==> config.mk <==
export PLATFORM = sky130hd
export DESIGN_NAME = wtb_load_sequencer
export DESIGN_NICKNAME = d
export VERILOG_FILES = /design/src/rtl/wtb_pkg.sv /design/src/rtl/wtb_timeout_timer.sv /design/src/rtl/wtb_load_sequencer.sv
export SDC_FILE = /design/constraint.sdc
export NUM_CORES = 1
export LEC_CHECK = 0
export CAP_MARGIN = 20
export CORE_MARGIN = 2
export CORE_UTILIZATION = 41
export CTS_CLUSTER_DIAMETER = 100
export DETAILED_ROUTE_END_ITERATION = 6
export GPL_TIMING_DRIVEN = 0
export SLEW_MARGIN = 20
export SYNTH_ARGS = -nofsm -noshare
export SYNTH_HDL_FRONTEND = slang
export SYNTH_SLANG_ARGS = --single-unit
==> constraint.sdc <==
create_clock -name clk -period 2.2 [get_ports clk]
set_input_delay 0.66 -clock clk [delete_from_list [all_inputs] [get_ports clk]]
set_output_delay 0.66 -clock clk [all_outputs]
set_load 0.005 [all_outputs]
==> src/rtl/wtb_pkg.sv <==
// Shared wavetable definitions used by the load sequencer, the wavetable
// loader and the synthesis top.
//   WTB_NUM_W   : width of a wavetable number
//   WTB_COUNT   : number of addressable wavetables
//   seq_state_e : load-sequencer FSM state encoding
package wtb_pkg;

    localparam int WTB_NUM_W = 5;
    localparam int WTB_COUNT = 32;

    typedef enum logic [1:0] {
        SEQ_IDLE  = 2'd0,
        SEQ_ISSUE = 2'd1,
        SEQ_WAIT  = 2'd2,
        SEQ_ERROR = 2'd3
    } seq_state_e;

endpackage

==> src/rtl/wtb_timeout_timer.sv <==
// Cycle timer for the load handshake. Cleared when a request is issued,
// counts while the sequencer waits, flags terminal count at TIMEOUT-1.
//   clk, rst : clock, asynchronous active-low reset
//   clr      : synchronous clear (takes priority over en)
//   en       : count enable
//   tc       : count == TIMEOUT-1
module wtb_timeout_timer #(
    parameter int TIMEOUT = 4096
) (
    input  logic clk,
    input  logic rst,
    input  logic clr,
    input  logic en,
    output logic tc
);

    localparam int W = $clog2(TIMEOUT);
    localparam logic [W-1:0] TC_VAL = W'(TIMEOUT - 1);

    logic [W-1:0] cnt_q, cnt_d;

    always_comb begin
        cnt_d = cnt_q;
        if (clr)
            cnt_d = '0;
        else if (en)
            cnt_d = cnt_q + 1'b1;
    end

    always_ff @(posedge clk or negedge rst) begin
        if (!rst)
            cnt_q <= '0;
        else
            cnt_q <= cnt_d;
    end

    assign tc = (cnt_q == TC_VAL);

endmodule

==> src/rtl/wtb_load_sequencer.sv <==
// Initiator side of the wavetable-load handshake. A start pulse walks tables
// FIRST_WTB..LAST_WTB: each is requested with a one-cycle wtb_load pulse, then
// the matching completion is awaited. A silent loader triggers a re-issue
// after TIMEOUT cycles, up to MAX_RETRY times, after which the run aborts.
// The voice stays muted until every table in the range has loaded.
//   start                       : run request (ignored while busy)
//   wtb_load, wtb_num           : load request pulse and table number
//   wtb_load_done, wtb_load_num : loader completion strobe and its table
//   busy, done, error           : run status (done/error sticky until start)
//   err_wtb_num                 : table that exhausted its retries
//   loaded_count                : tables loaded in the current/last run
//   voice_mute                  : ~done
module wtb_load_sequencer
    import wtb_pkg::*;
#(
    parameter int FIRST_WTB = 0,
    parameter int LAST_WTB  = 31,
    parameter int TIMEOUT   = 4096,
    parameter int MAX_RETRY = 3
) (
    input  logic       clk,
    input  logic       rst,
    input  logic       start,
    output logic       wtb_load,
    output logic [4:0] wtb_num,
    input  logic [4:0] wtb_load_num,
    input  logic       wtb_load_done,
    output logic       busy,
    output logic       done,
    output logic       error,
    output logic [4:0] err_wtb_num,
    output logic [5:0] loaded_count,
    output logic       voice_mute
);

    if (FIRST_WTB < 0 || FIRST_WTB > LAST_WTB || LAST_WTB > WTB_COUNT - 1) begin : g_bad_range
        $error("wtb_load_sequencer: need 0 <= FIRST_WTB <= LAST_WTB <= 31");
    end
    if (TIMEOUT < 2) begin : g_bad_timeout
        $error("wtb_load_sequencer: TIMEOUT must be >= 2");
    end

    // +2 keeps the width non-zero when MAX_RETRY is 0
    localparam int RETRY_W = $clog2(MAX_RETRY + 2);
    localparam logic [RETRY_W-1:0]   MAX_RETRY_C = RETRY_W'(MAX_RETRY);
    localparam logic [WTB_NUM_W-1:0] FIRST_C     = WTB_NUM_W'(FIRST_WTB);
    localparam logic [WTB_NUM_W-1:0] LAST_C      = WTB_NUM_W'(LAST_WTB);
    localparam logic [5:0]           TABLES_C    = 6'(LAST_WTB - FIRST_WTB + 1);

    seq_state_e           state_q, state_d;
    logic [WTB_NUM_W-1:0] cur_q, cur_d;
    logic [RETRY_W-1:0]   retry_q, retry_d;
    logic                 done_q, done_d;
    logic                 error_q, error_d;
    logic [WTB_NUM_W-1:0] err_num_q, err_num_d;
    logic [5:0]           cnt_q, cnt_d;

    logic tmr_tc;
    logic accept;
    logic retry_left;

    wtb_timeout_timer #(.TIMEOUT(TIMEOUT)) u_timer (
        .clk (clk),
        .rst (rst),
        .clr (state_q == SEQ_ISSUE),
        .en  (state_q == SEQ_WAIT),
        .tc  (tmr_tc)
    );

    // Only a completion naming the pending table counts; strays are dropped
    // and leave the timer running.
    assign accept     = (state_q == SEQ_WAIT) && wtb_load_done && (wtb_load_num == cur_q);
    assign retry_left = (retry_q < MAX_RETRY_C);

    // State register
    always_ff @(posedge clk or negedge rst) begin
        if (!rst) begin
            state_q   <= SEQ_IDLE;
            cur_q     <= FIRST_C;
            retry_q   <= '0;
            done_q    <= 1'b0;
            error_q   <= 1'b0;
            err_num_q <= '0;
            cnt_q     <= '0;
        end else begin
            state_q   <= state_d;
            cur_q     <= cur_d;
            retry_q   <= retry_d;
            done_q    <= done_d;
            error_q   <= error_d;
            err_num_q <= err_num_d;
            cnt_q     <= cnt_d;
        end
    end

    // Next state; a completion in the timeout cycle wins over the timeout.
    always_comb begin
        state_d = state_q;
        case (state_q)
            SEQ_IDLE:  if (start) state_d = SEQ_ISSUE;
            SEQ_ISSUE: state_d = SEQ_WAIT;
            SEQ_WAIT: begin
                if (accept)
                    state_d = (cur_q == LAST_C) ? SEQ_IDLE : SEQ_ISSUE;
                else if (tmr_tc)
                    state_d = retry_left ? SEQ_ISSUE : SEQ_ERROR;
            end
            SEQ_ERROR: state_d = SEQ_IDLE;
            default:   state_d = SEQ_IDLE;
        endcase
    end

    // Run bookkeeping
    always_comb begin
        cur_d     = cur_q;
        retry_d   = retry_q;
        done_d    = done_q;
        error_d   = error_q;
        err_num_d = err_num_q;
        cnt_d     = cnt_q;
        case (state_q)
            SEQ_IDLE: begin
                if (start) begin
                    cur_d   = FIRST_C;
                    retry_d = '0;
                    done_d  = 1'b0;
                    error_d = 1'b0;
                    cnt_d   = '0;
                end
            end
            SEQ_WAIT: begin
                if (accept) begin
                    retry_d = '0;
                    if (cnt_q < TABLES_C)
                        cnt_d = cnt_q + 6'd1;
                    if (cur_q == LAST_C)
                        done_d = 1'b1;
                    else
                        cur_d = cur_q + 1'b1;
                end else if (tmr_tc && retry_left) begin
                    retry_d = retry_q + 1'b1;
                end
            end
            SEQ_ERROR: begin
                error_d   = 1'b1;
                err_num_d = cur_q;
            end
            default: ;
        endcase
    end

    // Outputs: registers or decodes of the state register only
    always_comb begin
        wtb_load     = (state_q == SEQ_ISSUE);
        busy         = (state_q != SEQ_IDLE);
        wtb_num      = cur_q;
        done         = done_q;
        error        = error_q;
        err_wtb_num  = err_num_q;
        loaded_count = cnt_q;
        voice_mute   = ~done_q;
    end

endmodule
==> impl_results.rst, run 1 <==
.. list-table::
   :header-rows: 1

   * - Metric
     - Value
   * - Run status
     - finished, final reports clean
   * - Critical path required time
     - 2.38 ns
   * - Worst slack after detailed placement
     - -0.3520 ns
   * - Highest net fanout along the worst path
     - 5
   * - Number of max-capacitance violations reported
     - 0
   * - Post-Synth Simple-Gate Area
     - 22.79%
   * - Synth Area in Compound Gates
     - 13.19%
   * - Wire length per cell after detailed routing
     - approximately 16 µm
   * - Clk sink count
     - 35
   * - Worst slew pin tran
     - 0.5096 ns
   * - Routed via count
     - ~1,700
   * - Largest stage delay on the critical path
     - around 0.46 ns
   * - Shortest clock period the worst path allows after layout
     - 2.149 ns
   * - Gp weighted congestion
     - 0.7867
   * - Critical path's slowest cell
     - sky130_fd_sc_hd__clkdlybuf4s50_1
   * - CTS tree
     - built
   * - Post-synthesis cell type with the largest combined area
     - sky130_fd_sc_hd__dfrtp_1
   * - Total standard cell area after synthesis
     - about 0.0020 mm²
   * - Combinational family with the most area after synthesis
     - simple AND/OR/NAND/NOR gates
   * - Pin count of the biggest net entering global routing
     - 23
   * - Number of failing hold endpoints at the final stage
     - 0
   * - Syn_nets
     - about 210
   * - Sort of element at the end of the critical path
     - flip-flop
   * - Remaining antenna violation count after routing
     - 0
   * - # diodes
     - 0
   * - Fin crit share
     - approximately 98%
   * - Antenna violations before repair
     - 0
   * - Layout cells sized above 1
     - 17.95%
   * - Buffers from clock root to sink, at most
     - 2
   * - Total number of placement rows
     - 25
   * - Final-layout setup total negative slack
     - 0 ns
   * - Post-Synthesis Cells
     - roughly 190
   * - P&R area growth vs syn
     - 28.61%
   * - Max Slew Vio Count
     - 0
   * - Core occupancy in the finished layout
     - between 50% and 60%
   * - Initial Util
     - between 40% and 50%
   * - Commonest cells in the synthesized netlist
     - sky130_fd_sc_hd__dfrtp_1, sky130_fd_sc_hd__nor2_1, sky130_fd_sc_hd__nand2_1
   * - Vias in the first global route
     - between 1,500 and 2,000
   * - Total detailed-routing wirelength
     - roughly 4800 µm
   * - Critical path startpoint category
     - primary input
   * - Power Density
     - 941.5 mW/mm²
   * - Clock root buffer master
     - sky130_fd_sc_hd__clkbuf_8
   * - Wire length of the first global-routing pass
     - 8024 µm
   * - CTS HTree Levels
     - 2
   * - Flip-flop and latch count after synthesis
     - 35
   * - Core outline area
     - around 0.0047 mm²
   * - Static power due to leakage
     - 1.133 nW
   * - Mean cell area of the mapped netlist
     - between 10 and 15 µm²
   * - Crit path arrival time
     - 2.33 ns
   * - Clock network latency to the later pin of the worst-skew pair
     - 0.29 ns
   * - GRT Util Overall
     - 19.44%
   * - Most instantiated flip-flop cell in the synthesis netlist
     - sky130_fd_sc_hd__dfrtp_1
   * - Path type of the worst min-delay path
     - primary input to asynchronous set/reset pin
   * - Clock transition at the registers of the reported paths
     - 0.07 ns
   * - Number of detailed-route iterations in the first pass
     - 4
   * - Count of final setup violators
     - 0
   * - Final setup margin
     - just over 0.05 ns
   * - Sequential area share after synthesis
     - roughly 43%
   * - Fmax achieved
     - 465.3 MHz
   * - Slew margin rel.
     - 66.03%
   * - Worst hold slack
     - ~0.28 ns
   * - Maximum vdd ir drop
     - 651.1 µV
   * - Share of the synthesized area in the top cell type
     - 43.34%
   * - Setup clock skew after layout
     - 0.005821 ns
   * - Post-synth ARST share
     - 100.0%
   * - Fraction of the mapped netlist area in adder cells
     - ~6.2%
   * - Vias/cell
     - 5.551
   * - Io pins
     - 30
   * - Remaining global-route overflow
     - 0
   * - Residual DRC
     - 0
   * - Crit-path cells
     - clkdlybuf4s50_1 -> xnor2_2 -> nand4_4 -> nor3_4 -> mux2_1 -> a22o_1
   * - Number of enable-type register cells in the synthesized netlist
     - 0
   * - Detailed router's first-iteration violation count
     - 65
   * - Inserted Clock Buffers
     - 5
   * - Unique masters post-synth
     - 53
   * - Width of the chip
     - 74.21 µm
   * - Design Power
     - 2.447 mW
   * - Warning count from the yosys run
     - 0
   * - Library cell with the highest instance count after synthesis
     - sky130_fd_sc_hd__dfrtp_1
   * - Die Footprint
     - 0.005506 mm²
   * - Fin nets
     - 254
   * - Xor and xnor fraction of the mapped netlist area
     - 5.635%
   * - Multiplexer fraction of the synthesized cell area
     - 6.130%
   * - Cells taking the most area after synthesis
     - sky130_fd_sc_hd__dfrtp_1, sky130_fd_sc_hd__ha_1, sky130_fd_sc_hd__nor2_1, sky130_fd_sc_hd__mux2_2, sky130_fd_sc_hd__xor2_1
   * - DP Wirelength
     - 3338 µm
   * - Port Buf Inserts
     - 29
   * - Die Height
     - 74.21 µm
   * - Critical setup path kind
     - primary input to flip-flop
[metrics by stage]
step | cell area [µm²] | instances
floorplan | 2021 | 192
global placement | 2395 | 288
finish | 2599 | 301
detailed placement | 2417 | 289
global route | 2599 | 301
CTS | 2560 | 300
[flip-flops by register name, summed over array words and instances, names as in the netlist]
register,count
error,1
loaded_count,6
retry_q,3
u_timer.cnt_q,12
err_wtb_num,5
done,1
state_q,2
wtb_num,5
[cell type report]
cell class,count,area (µm²)
fill,408,2125
inverter,6,22.52
clock buffer,6,72.57
sequential,35,875.8
tap,67,83.83
buffer,6,33.78
timing repair buffer,36,356.6
multi-input combinational,145,1154
[path summary, 6_finish.rpt]
path	start	endpoint	slack, ns	cells after the start
max reg2reg	wtb_num[0]	wtb_num[0]	0.15	6
min in group clk	err_wtb_num[3]	err_wtb_num[3]	0.52	1
min	rst	retry_q[0]	0.28	1
min reg2reg	err_wtb_num[3]	err_wtb_num[3]	0.52	1
max	wtb_load_num[4]	loaded_count[0]	0.05	6
max in group asynchronous	rst	wtb_num[4]	1.48	2
[metal layers]
metal,wire length [µm],up-vias,GRT usage [%]
li1,-,786,-
met1,2201,854,24.29
met2,2431,25,31.55
met3,151,6,5.285
met4,58,0,8.687
met5,0,-,0
[where the power goes]
| part | switching, mW | total (mW) | internal (mW) |
|---|---|---|---|
| Combinational | 0.586 | 1.13 | 0.545 |
| Sequential | 0.126 | 0.882 | 0.756 |
| Clock | 0.222 | 0.433 | 0.211 |
| Total | 0.934 | 2.45 | 1.51 |
[placed cells by master, fill, tap and decap left out, types with 4 or more instances in the layout]
| master | instances |
|---|---|
| sky130_fd_sc_hd__a21oi_1 | 10 |
| sky130_fd_sc_hd__a22o_1 | 4 |
| sky130_fd_sc_hd__and3_1 | 4 |
| sky130_fd_sc_hd__buf_4 | 6 |
| sky130_fd_sc_hd__clkbuf_1 | 5 |
| sky130_fd_sc_hd__clkbuf_8 | 6 |
| sky130_fd_sc_hd__clkdlybuf4s50_1 | 27 |
| sky130_fd_sc_hd__dfrtp_1 | 35 |
| sky130_fd_sc_hd__ha_1 | 8 |
| sky130_fd_sc_hd__inv_1 | 5 |
| sky130_fd_sc_hd__mux2_2 | 6 |
| sky130_fd_sc_hd__nand2_1 | 15 |
| sky130_fd_sc_hd__nand3_1 | 5 |
| sky130_fd_sc_hd__nand4_1 | 6 |
| sky130_fd_sc_hd__nor2_1 | 18 |
| sky130_fd_sc_hd__o21ai_0 | 6 |
| sky130_fd_sc_hd__xnor2_2 | 4 |
| sky130_fd_sc_hd__xor2_1 | 7 |
[worst max-delay path: cells and delay by family]
| family | cells | cell delay (ns) |
|---|---|---|
| buffers and inverters | 1 | 0.46 |
| xor gates and xnor gates | 1 | 0.23 |
| and+or+nand+nor | 2 | 0.46 |
| AOI/OAI and AO/OA | 1 | 0.18 |
| muxes | 1 | 0.34 |
[cell families (layout without fill, tap and decap cells)]
family,after synthesis,in the layout
and+or+nand+nor,74,74
DFF,35,35
xor gates and xnor gates,13,13
adders and majority gates,10,10
AOI/OAI and AO/OA,37,37
muxes,11,11
buffers and inverters,12,54
[repair_timing]
| item | CTS | global route |
|---|---|---|
| hold buffers | 0 | 0 |
| pin swaps | 1 | 3 |
| setup buffers | 5 | 1 |
| resized for setup | 6 | 7 |
| setup endpoints to repair | 7 | 8 |
| cloned | 0 | 0 |
No activity file was read; power rests on OpenSTA's default activity.
==> run 2, diff against run 1 <==
--- a/config.mk
+++ b/config.mk
@@ -5,12 +5,14 @@
 export SDC_FILE = /design/constraint.sdc
 export NUM_CORES = 1
 export LEC_CHECK = 0
+export ABC_AREA = 0
 export CAP_MARGIN = 20
 export CORE_MARGIN = 2
 export CORE_UTILIZATION = 41
 export CTS_CLUSTER_DIAMETER = 100
 export DETAILED_ROUTE_END_ITERATION = 6
 export GPL_TIMING_DRIVEN = 0
+export SKIP_CTS_REPAIR_TIMING = 1
 export SLEW_MARGIN = 20
 export SYNTH_ARGS = -nofsm -noshare
 export SYNTH_HDL_FRONTEND = slang
==> impl_results.rst, run 2 (same netlist as run 1, synthesis figures left out) <==
.. list-table::
   :header-rows: 1

   * - Metric
     - Value
   * - Antenna violations before repair
     - 0 (unchanged)
   * - Total buffers and inverters traversed by the critical path
     - 2 (+1)
   * - Final setup margin
     - 0.05922 ns (+0.008260 ns)
   * - GRT Util Overall
     - 18.98% (-0.46 points)
   * - Layout cells sized above 1
     - 18.30% (+0.35 points)
   * - Design Power
     - 2.456 mW (+0.36%)
   * - Setup clock skew after layout
     - 0.005751 ns (-0.00006939 ns)
   * - Wire length per cell after detailed routing
     - 15.83 µm (-1.6%)
   * - P&R area growth vs syn
     - 28.85%
   * - Wire length of the first global-routing pass
     - 7852 µm (-2.1%)
   * - Pin count of the biggest net entering global routing
     - 23 (unchanged)
   * - Highest net fanout along the worst path
     - 5 (unchanged)
   * - Final-layout setup total negative slack
     - 0 ns (unchanged)
   * - DP Wirelength
     - 3338 µm (unchanged)
   * - Residual DRC
     - 0 (unchanged)
   * - Port Buf Inserts
     - 29 (unchanged)
   * - Worst hold slack
     - 0.2810 ns (-0.0004330 ns)
   * - Post-route cell area
     - 0.002604 mm² (+0.19%)
   * - Worst reg2reg setup slack
     - 0.15 ns (about the same)
   * - Core occupancy in the finished layout
     - 55.13% (+0.11 points)
   * - Detailed router's first-iteration violation count
     - 61 (-6.2%)
   * - Max Slew Vio Count
     - 0 (unchanged)
   * - Largest stage delay on the critical path
     - 0.49 ns (+0.03 ns)
   * - Core outline area
     - 0.004723 mm² (unchanged)
   * - Sort of element at the end of the critical path
     - primary output
   * - Slew margin rel.
     - 66.29% (+0.26 points)
   * - Die Height
     - 74.21 µm (unchanged)
   * - CTS tree
     - built
   * - Critical path required time
     - 1.54 ns (-0.84 ns)
   * - Number of inserted filler cells in the final layout
     - 414 (+1.5%)
   * - Shortest clock period the worst path allows after layout
     - 2.141 ns (-0.008259 ns)
   * - Run status
     - finished, final reports clean
   * - Flip-flop count of the largest register, all copies and words added
     - 12 (unchanged)
   * - Total number of placement rows
     - 25 (unchanged)
   * - Number of non-filler instances in the completed layout
     - 302 (+0.33%)
   * - # diodes
     - 0 (unchanged)
   * - Critical path's slowest cell
     - sky130_fd_sc_hd__clkdlybuf4s50_1
   * - Top library cells by usage in the layout, fill and taps aside
     - sky130_fd_sc_hd__dfrtp_1, sky130_fd_sc_hd__clkdlybuf4s50_1, sky130_fd_sc_hd__nor2_1
   * - Critical path startpoint category
     - flip-flop
   * - Path type of the worst min-delay path
     - primary input to asynchronous set/reset pin
   * - Maximum vdd ir drop
     - 589.0 µV (-9.5%)
   * - Clock transition at the registers of the reported paths
     - 0.07 ns (about the same)
   * - Fmax achieved
     - 467.1 MHz (+0.39%)
   * - Vias in the first global route
     - 1,718 (-2.8%)
   * - Fin crit share
     - 97.31% (-0.38 points)
   * - Remaining global-route overflow
     - 0 (unchanged)
   * - Width of the chip
     - 74.21 µm (unchanged)
   * - Clk sink count
     - 35 (unchanged)
   * - Initial Util
     - 42.78% (unchanged)
   * - Launching point of the worst reg2reg path
     - wtb_num[0]
   * - Number of detailed-route iterations in the first pass
     - 4 (unchanged)
   * - Number of max-capacitance violations reported
     - 0 (unchanged)
   * - Family of cells with the greatest summed delay on the critical path
     - buffers and inverters
   * - Crit-path cells
     - inv_2 -> ha_4 -> clkdlybuf4s50_1
   * - Placed Instances
     - 289 (unchanged)
   * - Remaining antenna violation count after routing
     - 0 (unchanged)
   * - Register with the most flip-flops
     - u_timer.cnt_q
   * - Count of final setup violators
     - 0 (unchanged)
   * - Number of failing hold endpoints at the final stage
     - 0 (unchanged)
   * - CTS HTree Levels
     - 2 (unchanged)
   * - Crit path arrival time
     - 1.48 ns (-0.85 ns)
   * - Worst slack after detailed placement
     - -0.3520 ns (unchanged)
   * - Multi-input gate area in the final layout
     - 0.001146 mm² (-0.65%)
   * - Static power due to leakage
     - 1.135 nW (+0.21%)
   * - Total detailed-routing wirelength
     - 4780 µm (-1.3%)
   * - Storage cell area
     - 877.1 µm² (+0.14%)
   * - Vias/cell
     - 5.477 (-1.3%)
   * - Clock root buffer master
     - sky130_fd_sc_hd__clkbuf_8
   * - End of the worst register-to-register path
     - wtb_num[2]
   * - Leading cell type in the layout, fill and taps excluded
     - sky130_fd_sc_hd__dfrtp_1
   * - Worst slew pin tran
     - 0.5057 ns (-0.003897 ns)
   * - Critical setup path kind
     - flip-flop to primary output
   * - Die Footprint
     - 0.005506 mm² (unchanged)
   * - Cell area after placement
     - 0.002417 mm² (unchanged)
   * - Clock network latency to the later pin of the worst-skew pair
     - 0.29 ns (about the same)
   * - RSZ-0062 raised after global routing
     - no
   * - Power Density
     - 943.1 mW/mm² (+0.17%)
   * - Routed via count
     - 1,654 (-1.0%)
   * - Gp weighted congestion
     - 0.7867 (unchanged)
   * - Fin nets
     - 255 (+0.39%)
   * - Register-to-Register Path Depth
     - 7 (+1)
   * - Io pins
     - 30 (unchanged)
   * - Inserted Clock Buffers
     - 5 (unchanged)
   * - Buffers from clock root to sink, at most
     - 2 (unchanged)
## run 2: worst max path at each step
stage,from,to,slack (ns),cells past startpoint
after floorplan,wtb_load_num[2],wtb_num[0],0.22,5
after global placement,rst,wtb_num[3],-0.32,1
after detailed placement,start,wtb_num[3],-0.35,5
after CTS,state_q[0],busy,-0.22,4
after global routing,state_q[1],wtb_load,0.004,3
final,state_q[1],wtb_load,0.06,3
## run 2: where the power goes
part | leakage, nW | switching [mW] | internal [mW]
Clock | 0.0371 | 0.224 | 0.211
Combinational | 0.620 | 0.580 | 0.556
Sequential | 0.478 | 0.127 | 0.758
## run 2: per-layer routing
layer / global-route usage, % / wire length (µm) / part of all wire, % / vias up
li1: - / - / - / 791
met1: 23.95 / 2167 / 45 / 824
met2: 30.36 / 2361 / 49 / 34
met3: 5.285 / 181 / 3.8 / 5
met4: 8.687 / 69 / 1.4 / 0
met5: 0 / 0 / 0 / -
## run 2: cell type report
type | instances | share of cell area [%]
sequential | 35 | 33.69
inverter | 6 | 0.8650
tap | 67 | 3.220
multi-input combinational | 145 | 44.02
timing repair buffer | 37 | 14.13
buffer | 6 | 1.297
clock buffer | 6 | 2.787
==> run 3, diff against run 2 <==
--- a/config.mk
+++ b/config.mk
@@ -5,8 +5,8 @@
 export SDC_FILE = /design/constraint.sdc
 export NUM_CORES = 1
 export LEC_CHECK = 0
-export ABC_AREA = 0
 export CAP_MARGIN = 20
+export CORE_ASPECT_RATIO = 1.1
 export CORE_MARGIN = 2
 export CORE_UTILIZATION = 41
 export CTS_CLUSTER_DIAMETER = 100
==> impl_results.rst, run 3 (same netlist as run 1, synthesis figures left out) <==
.. list-table::
   :header-rows: 1

   * - Metric
     - Value
   * - Run status
     - finished, final reports clean
   * - Maximum vdd ir drop
     - 516.6 µV (-12%)
   * - Leading cell type in the layout, fill and taps excluded
     - sky130_fd_sc_hd__dfrtp_1
   * - Remaining global-route overflow
     - 0 (unchanged)
   * - Io pins
     - 30 (unchanged)
   * - Number of failing hold endpoints at the final stage
     - 0 (unchanged)
   * - Width of the chip
     - 70.94 µm (-4.4%)
   * - P&R area growth vs syn
     - 27.49%
   * - Placed Instances
     - 278 (-3.8%)
   * - CTS tree
     - built
   * - Clock root buffer master
     - sky130_fd_sc_hd__clkbuf_8
   * - Detailed router's first-iteration violation count
     - 84 (+38%)
   * - Storage cell area
     - 875.8 µm² (-0.14%)
   * - Critical path required time
     - 2.38 ns (+0.84 ns)
   * - Sort of element at the end of the critical path
     - flip-flop
   * - Initial Util
     - 43.14% (+0.35 points)
   * - Inserted Clock Buffers
     - 5 (unchanged)
   * - Die Footprint
     - 0.005507 mm² (about the same)
   * - CTS HTree Levels
     - 2 (unchanged)
   * - Wire length per cell after detailed routing
     - 15.60 µm (-1.4%)
   * - Layout cells sized above 1
     - 17.87% (-0.43 points)
   * - Fin crit share
     - 98.00% (+0.69 points)
   * - Static power due to leakage
     - 1.141 nW (+0.48%)
   * - Fin nets
     - 255 (unchanged)
   * - Pin count of the biggest net entering global routing
     - 25 (+8.7%)
   * - Antenna violations before repair
     - 0 (unchanged)
   * - Total number of placement rows
     - 26 (+4.0%)
   * - DP Wirelength
     - 3219 µm (-3.6%)
   * - Top library cells by usage in the layout, fill and taps aside
     - sky130_fd_sc_hd__dfrtp_1, sky130_fd_sc_hd__clkdlybuf4s50_1, sky130_fd_sc_hd__nor2_1
   * - Critical path startpoint category
     - primary input
   * - Port Buf Inserts
     - 29 (unchanged)
   * - Critical setup path kind
     - primary input to flip-flop
   * - Die Height
     - 77.63 µm (+4.6%)
   * - Core outline area
     - 0.004684 mm² (-0.82%)
   * - Number of detailed-route iterations in the first pass
     - 4 (unchanged)
   * - Clock transition at the registers of the reported paths
     - 0.07 ns (about the same)
   * - Routed via count
     - 1,624 (-1.8%)
   * - Final-layout setup total negative slack
     - 0 ns (unchanged)
   * - Clk sink count
     - 35 (unchanged)
   * - Path type of the worst min-delay path
     - primary input to asynchronous set/reset pin
   * - Setup clock skew after layout
     - 0.005428 ns (-0.0003232 ns)
   * - Flip-flop count of the largest register, all copies and words added
     - 12 (unchanged)
   * - Number of max-capacitance violations reported
     - 0 (unchanged)
   * - Number of non-filler instances in the completed layout
     - 291 (-3.6%)
   * - Highest net fanout along the worst path
     - 5 (unchanged)
   * - Shortest clock period the worst path allows after layout
     - 2.156 ns (+0.01524 ns)
   * - Fmax achieved
     - 463.8 MHz (-0.71%)
   * - Gp weighted congestion
     - 0.7497 (-4.7%)
   * - Remaining antenna violation count after routing
     - 0 (unchanged)
   * - GRT Util Overall
     - 17.81% (-1.2 points)
   * - Count of final setup violators
     - 0 (unchanged)
   * - Number of inserted filler cells in the final layout
     - 415 (+0.24%)
   * - Slew margin rel.
     - 66.32% (about the same)
   * - Wire length of the first global-routing pass
     - 7769 µm (-1.1%)
   * - Residual DRC
     - 0 (unchanged)
   * - Vias in the first global route
     - 1,629 (-5.2%)
   * - Clock network latency to the later pin of the worst-skew pair
     - 0.28 ns (about the same)
   * - Crit path arrival time
     - 2.33 ns (+0.85 ns)
   * - # diodes
     - 0 (unchanged)
   * - Length of routed met2 wiring
     - 2387 µm (+1.1%)
   * - Met3 routed wirelength
     - 152 µm (-16%)
   * - Sum of routed wire segments on met1
     - 1941 µm (-10%)
   * - Vias/cell
     - 5.581 (+1.9%)
   * - Worst slew pin tran
     - 0.5052 ns (-0.0005527 ns)
   * - Register with the most flip-flops
     - u_timer.cnt_q
   * - Top sig layer
     - met4
   * - Buffers from clock root to sink, at most
     - 2 (unchanged)
   * - Power Density
     - 928.0 mW/mm² (-1.6%)
   * - Max Slew Vio Count
     - 0 (unchanged)
   * - Multi-input gate area in the final layout
     - 0.001139 mm² (-0.66%)
   * - Total detailed-routing wirelength
     - 4540 µm (-5.0%)
-- run 3: cell count changes in the layout (fill, tap and decap cells not counted), sizes merged --
cell           previous run  this run
dlymetal6s2s              1         2
clkdlybuf4s50            27        26
-- run 3: report_power, final --
group | leakage [nW] | switching [mW] | internal (mW)
Sequential | 0.479 | 0.122 | 0.756
Clock | 0.0371 | 0.213 | 0.211
Combinational | 0.624 | 0.553 | 0.536
Total | 1.14 | 0.888 | 1.50
-- run 3: cell type report --
class / count / share of cell area [%]
Inverter: 6 / 0.8742
Buffer: 6 / 1.311
Timing Repair Buffer: 37 / 14.08
Sequential cell: 35 / 34.00
Multi-Input combinational cell: 145 / 44.20
Tap cell: 56 / 2.720
Clock buffer: 6 / 2.817
-- run 3: critical path, cell delays in order --
cell and delay (ns):
sky130_fd_sc_hd__clkdlybuf4s50_1 0.42, sky130_fd_sc_hd__xnor2_1 0.25, sky130_fd_sc_hd__nand4_4 0.22, sky130_fd_sc_hd__nor3_4 0.25
sky130_fd_sc_hd__mux2_1 0.34, sky130_fd_sc_hd__a22o_1 0.18
-- run 3: routing by layer --
metal	up-vias	track usage [%]
met5	-	0
met4	0	5.660
met3	5	4.286
met2	24	31.21
met1	804	21.35
li1	791	-
-- run 3: stage by stage --
step                      instance area (µm²)  setup slack, ns  utilization [%]  hold WS (ns)  power, mW
after floorplan                          2021           0.2153                -        0.3644      1.492
after global placement                   2381          -0.3274            50.83        0.4905      1.833
after detailed placement                 2396          -0.3772            51.15        0.4963      1.867
after CTS                                2469          -0.1964            52.70        0.2560      2.304
after global routing                     2576         -0.04550            54.99        0.2700      2.588
final                                    2576          0.04398            54.99        0.2532      2.391
-- run 3: path summary, 6_finish.rpt --
path                            startpoint          endpoint  slack, ns  cells after the start
max                        wtb_load_num[1]   loaded_count[0]       0.04                      6
min                                    rst   loaded_count[0]       0.25                      1
max reg2reg                     wtb_num[0]        wtb_num[0]       0.16                      6
min reg2reg                 err_wtb_num[2]    err_wtb_num[2]       0.51                      1
max in group asynchronous              rst  u_timer.cnt_q[3]       1.51                      2
min in group clk            err_wtb_num[2]    err_wtb_num[2]       0.51                      1
==> edit, RTL diff (settings of run 1) <==
Reset style: synchronous (`rst`), changed in 2 clocked blocks. Comments in the files are not updated.
--- a/src/rtl/wtb_timeout_timer.sv
+++ b/src/rtl/wtb_timeout_timer.sv
@@ -27,7 +27,7 @@
             cnt_d = cnt_q + 1'b1;
     end
 
-    always_ff @(posedge clk or negedge rst) begin
+    always_ff @(posedge clk) begin
         if (!rst)
             cnt_q <= '0;
         else
--- a/src/rtl/wtb_load_sequencer.sv
+++ b/src/rtl/wtb_load_sequencer.sv
@@ -73,7 +73,7 @@
     assign retry_left = (retry_q < MAX_RETRY_C);
 
     // State register
-    always_ff @(posedge clk or negedge rst) begin
+    always_ff @(posedge clk) begin
         if (!rst) begin
             state_q   <= SEQ_IDLE;
             cur_q     <= FIRST_C;
Function: differs if rst is asserted again (counterexample within 4 cycles, from zero or initial values and one cycle with rst low); with rst held inactive, the same outputs for 10 cycles.
==> edit against run 1 <==
Setup slack improved by 0.019 ns; critical path depth increased by 1; final area decreased by 12%; area after synthesis decreased by 14%; sequential cell count unchanged; highest routed layer unchanged; routed wire length decreased by 9.6%; via count decreased by 3.0%; synthesized cell count increased by 7.3%.
Power is not compared: it rests on default switching activity, and its combinational part moved more than twofold at a synthesized area within 25%.
==> edit: results (changes against run 1) <==
GRT
  • Tot GR Track Use: 0.180 (was 0.194)
  • Met3 GRT Util: 0.0365 (was 0.0528)
  • First-pass GRT wire length: 7.04 mm (was 8.02 mm)
  • Routing usage on met1: 0.234 (was 0.243)
  • Met2 Track Usage GR: 0.294 (was 0.315)

Yosys
  • Ranking of synthesized cells by area: dfxtp_1 (40%), xor2_1 (6.5%), nor2_1 (5.0%) (was dfrtp_1 (43%), ha_1 (6.2%), nor2_1 (3.3%))
  • Commonest cells in the netlist: dfxtp_1 (35), nor2_1 (23), nand2_1 (21), nand3_1 (14), xor2_1 (13) (was dfrtp_1 (35), nor2_1 (18), nand2_1 (15), a21oi_1 (10), ha_1 (10))
  • Seq/Total Area, Yosys: 0.403 (was 0.433)
  • Unique masters post-synth: 40 (was 53)
  • Syn nets: 220 (was 211)

Finish
  • Sequential share of cell area: 0.309 (was 0.337)
  • Multi-input gate area: 1020 um^2 (was 1150 um^2)
  • Clk tree area frac: 0.0455 (was 0.0279)
  • Util after Layout: 0.566 (was 0.550)
  • Signal buf overhead: 0.165 (was 0.150)
  • Logic inverters: 3 (was 6)
  • Multi-input gate count: 158 (was 145)
  • # fillers: 364 (was 408)
  • Layout cells sized above 1: 0.122 (was 0.179)
  • Clock buf count: 7 (was 6)

Critical path
  • Flop2flop setup slack: 0.21 ns (was 0.15 ns)
  • Worst path arrival time: 2.31 ns (was 2.33 ns)
  • Worst stage delay on the critical path: 0.42 ns (was 0.46 ns)
  • Worst reg2reg path endpoint: wtb_num[0]$_SDFFE_PN0P_ (was wtb_num[0]$_DFFE_PN0P_)
  • Crit path to: loaded_count[1]$_SDFFE_PN0P_ (was loaded_count[0]$_DFFE_PN0P_)
  • CP Launch Point: wtb_load_num[0] (was wtb_load_num[4])
  • Reg2reg path depth: 8 (was 6)

Clock tree
  • Post-CTS Setup Inserts: 0 (was 5)

Placement
  • Port bufs: 28 (was 29)
  • GP Congestion: 0.797 (was 0.787)
  • Hpwl dp: 3.03 mm (was 3.34 mm)
  • Cell area after placement: 2080 um^2 (was 2420 um^2)

STA
  • Worst slew margin: 0.631 (was 0.660)
  • Fin Clk Skew: 0.00894 ns (was 0.00582 ns)

Worst hold path
  • Class of the worst hold path: flip-flop to flip-flop (was primary input to asynchronous set/reset pin)

Routing
  • DR vias: 1621 (was 1671)
  • Routed wire per std cell: 14.8 um (was 16.1 um)
  • WL met3: 137 um (was 151 um)
  • 1st-iter DRT viols: 53 (was 65)
  • Wire length on met1: 2.14 mm (was 2.20 mm)

Run status
  • Status: complete, no violations (unchanged)
edit: logic make-up (layout without fill, tap and decap cells):
| kind of cell | Yosys count | in the layout | share of synthesized area |
|---|---|---|---|
| simple gates | 95 | 95 | 0.283 |
| flops | 35 | 35 | 0.403 |
| fa+ha+maj | 5 | 5 | 0.0359 |
| buf+inv | 13 | 53 | 0.0295 |
| compound gates | 41 | 41 | 0.162 |
| xor+xnor | 16 | 16 | 0.0805 |
| mux | 1 | 1 | 0.00575 |
edit: metrics by stage:
stage               std cells  hold WS, ns  setup slack, ns
floorplan                 206        0.454            0.263
global placement          284        0.457           -0.359
detailed placement        284        0.470           -0.369
CTS                       292        0.480          -0.0164
global route              296        0.506          -0.0216
finish                    296        0.472           0.0699
edit: critical path, delay by kind of cell:
kind / cells / cell delay, ns
compound gates: 2 / 0.42
simple gates: 2 / 0.46
buf+inv: 2 / 0.60
xor+xnor: 1 / 0.17
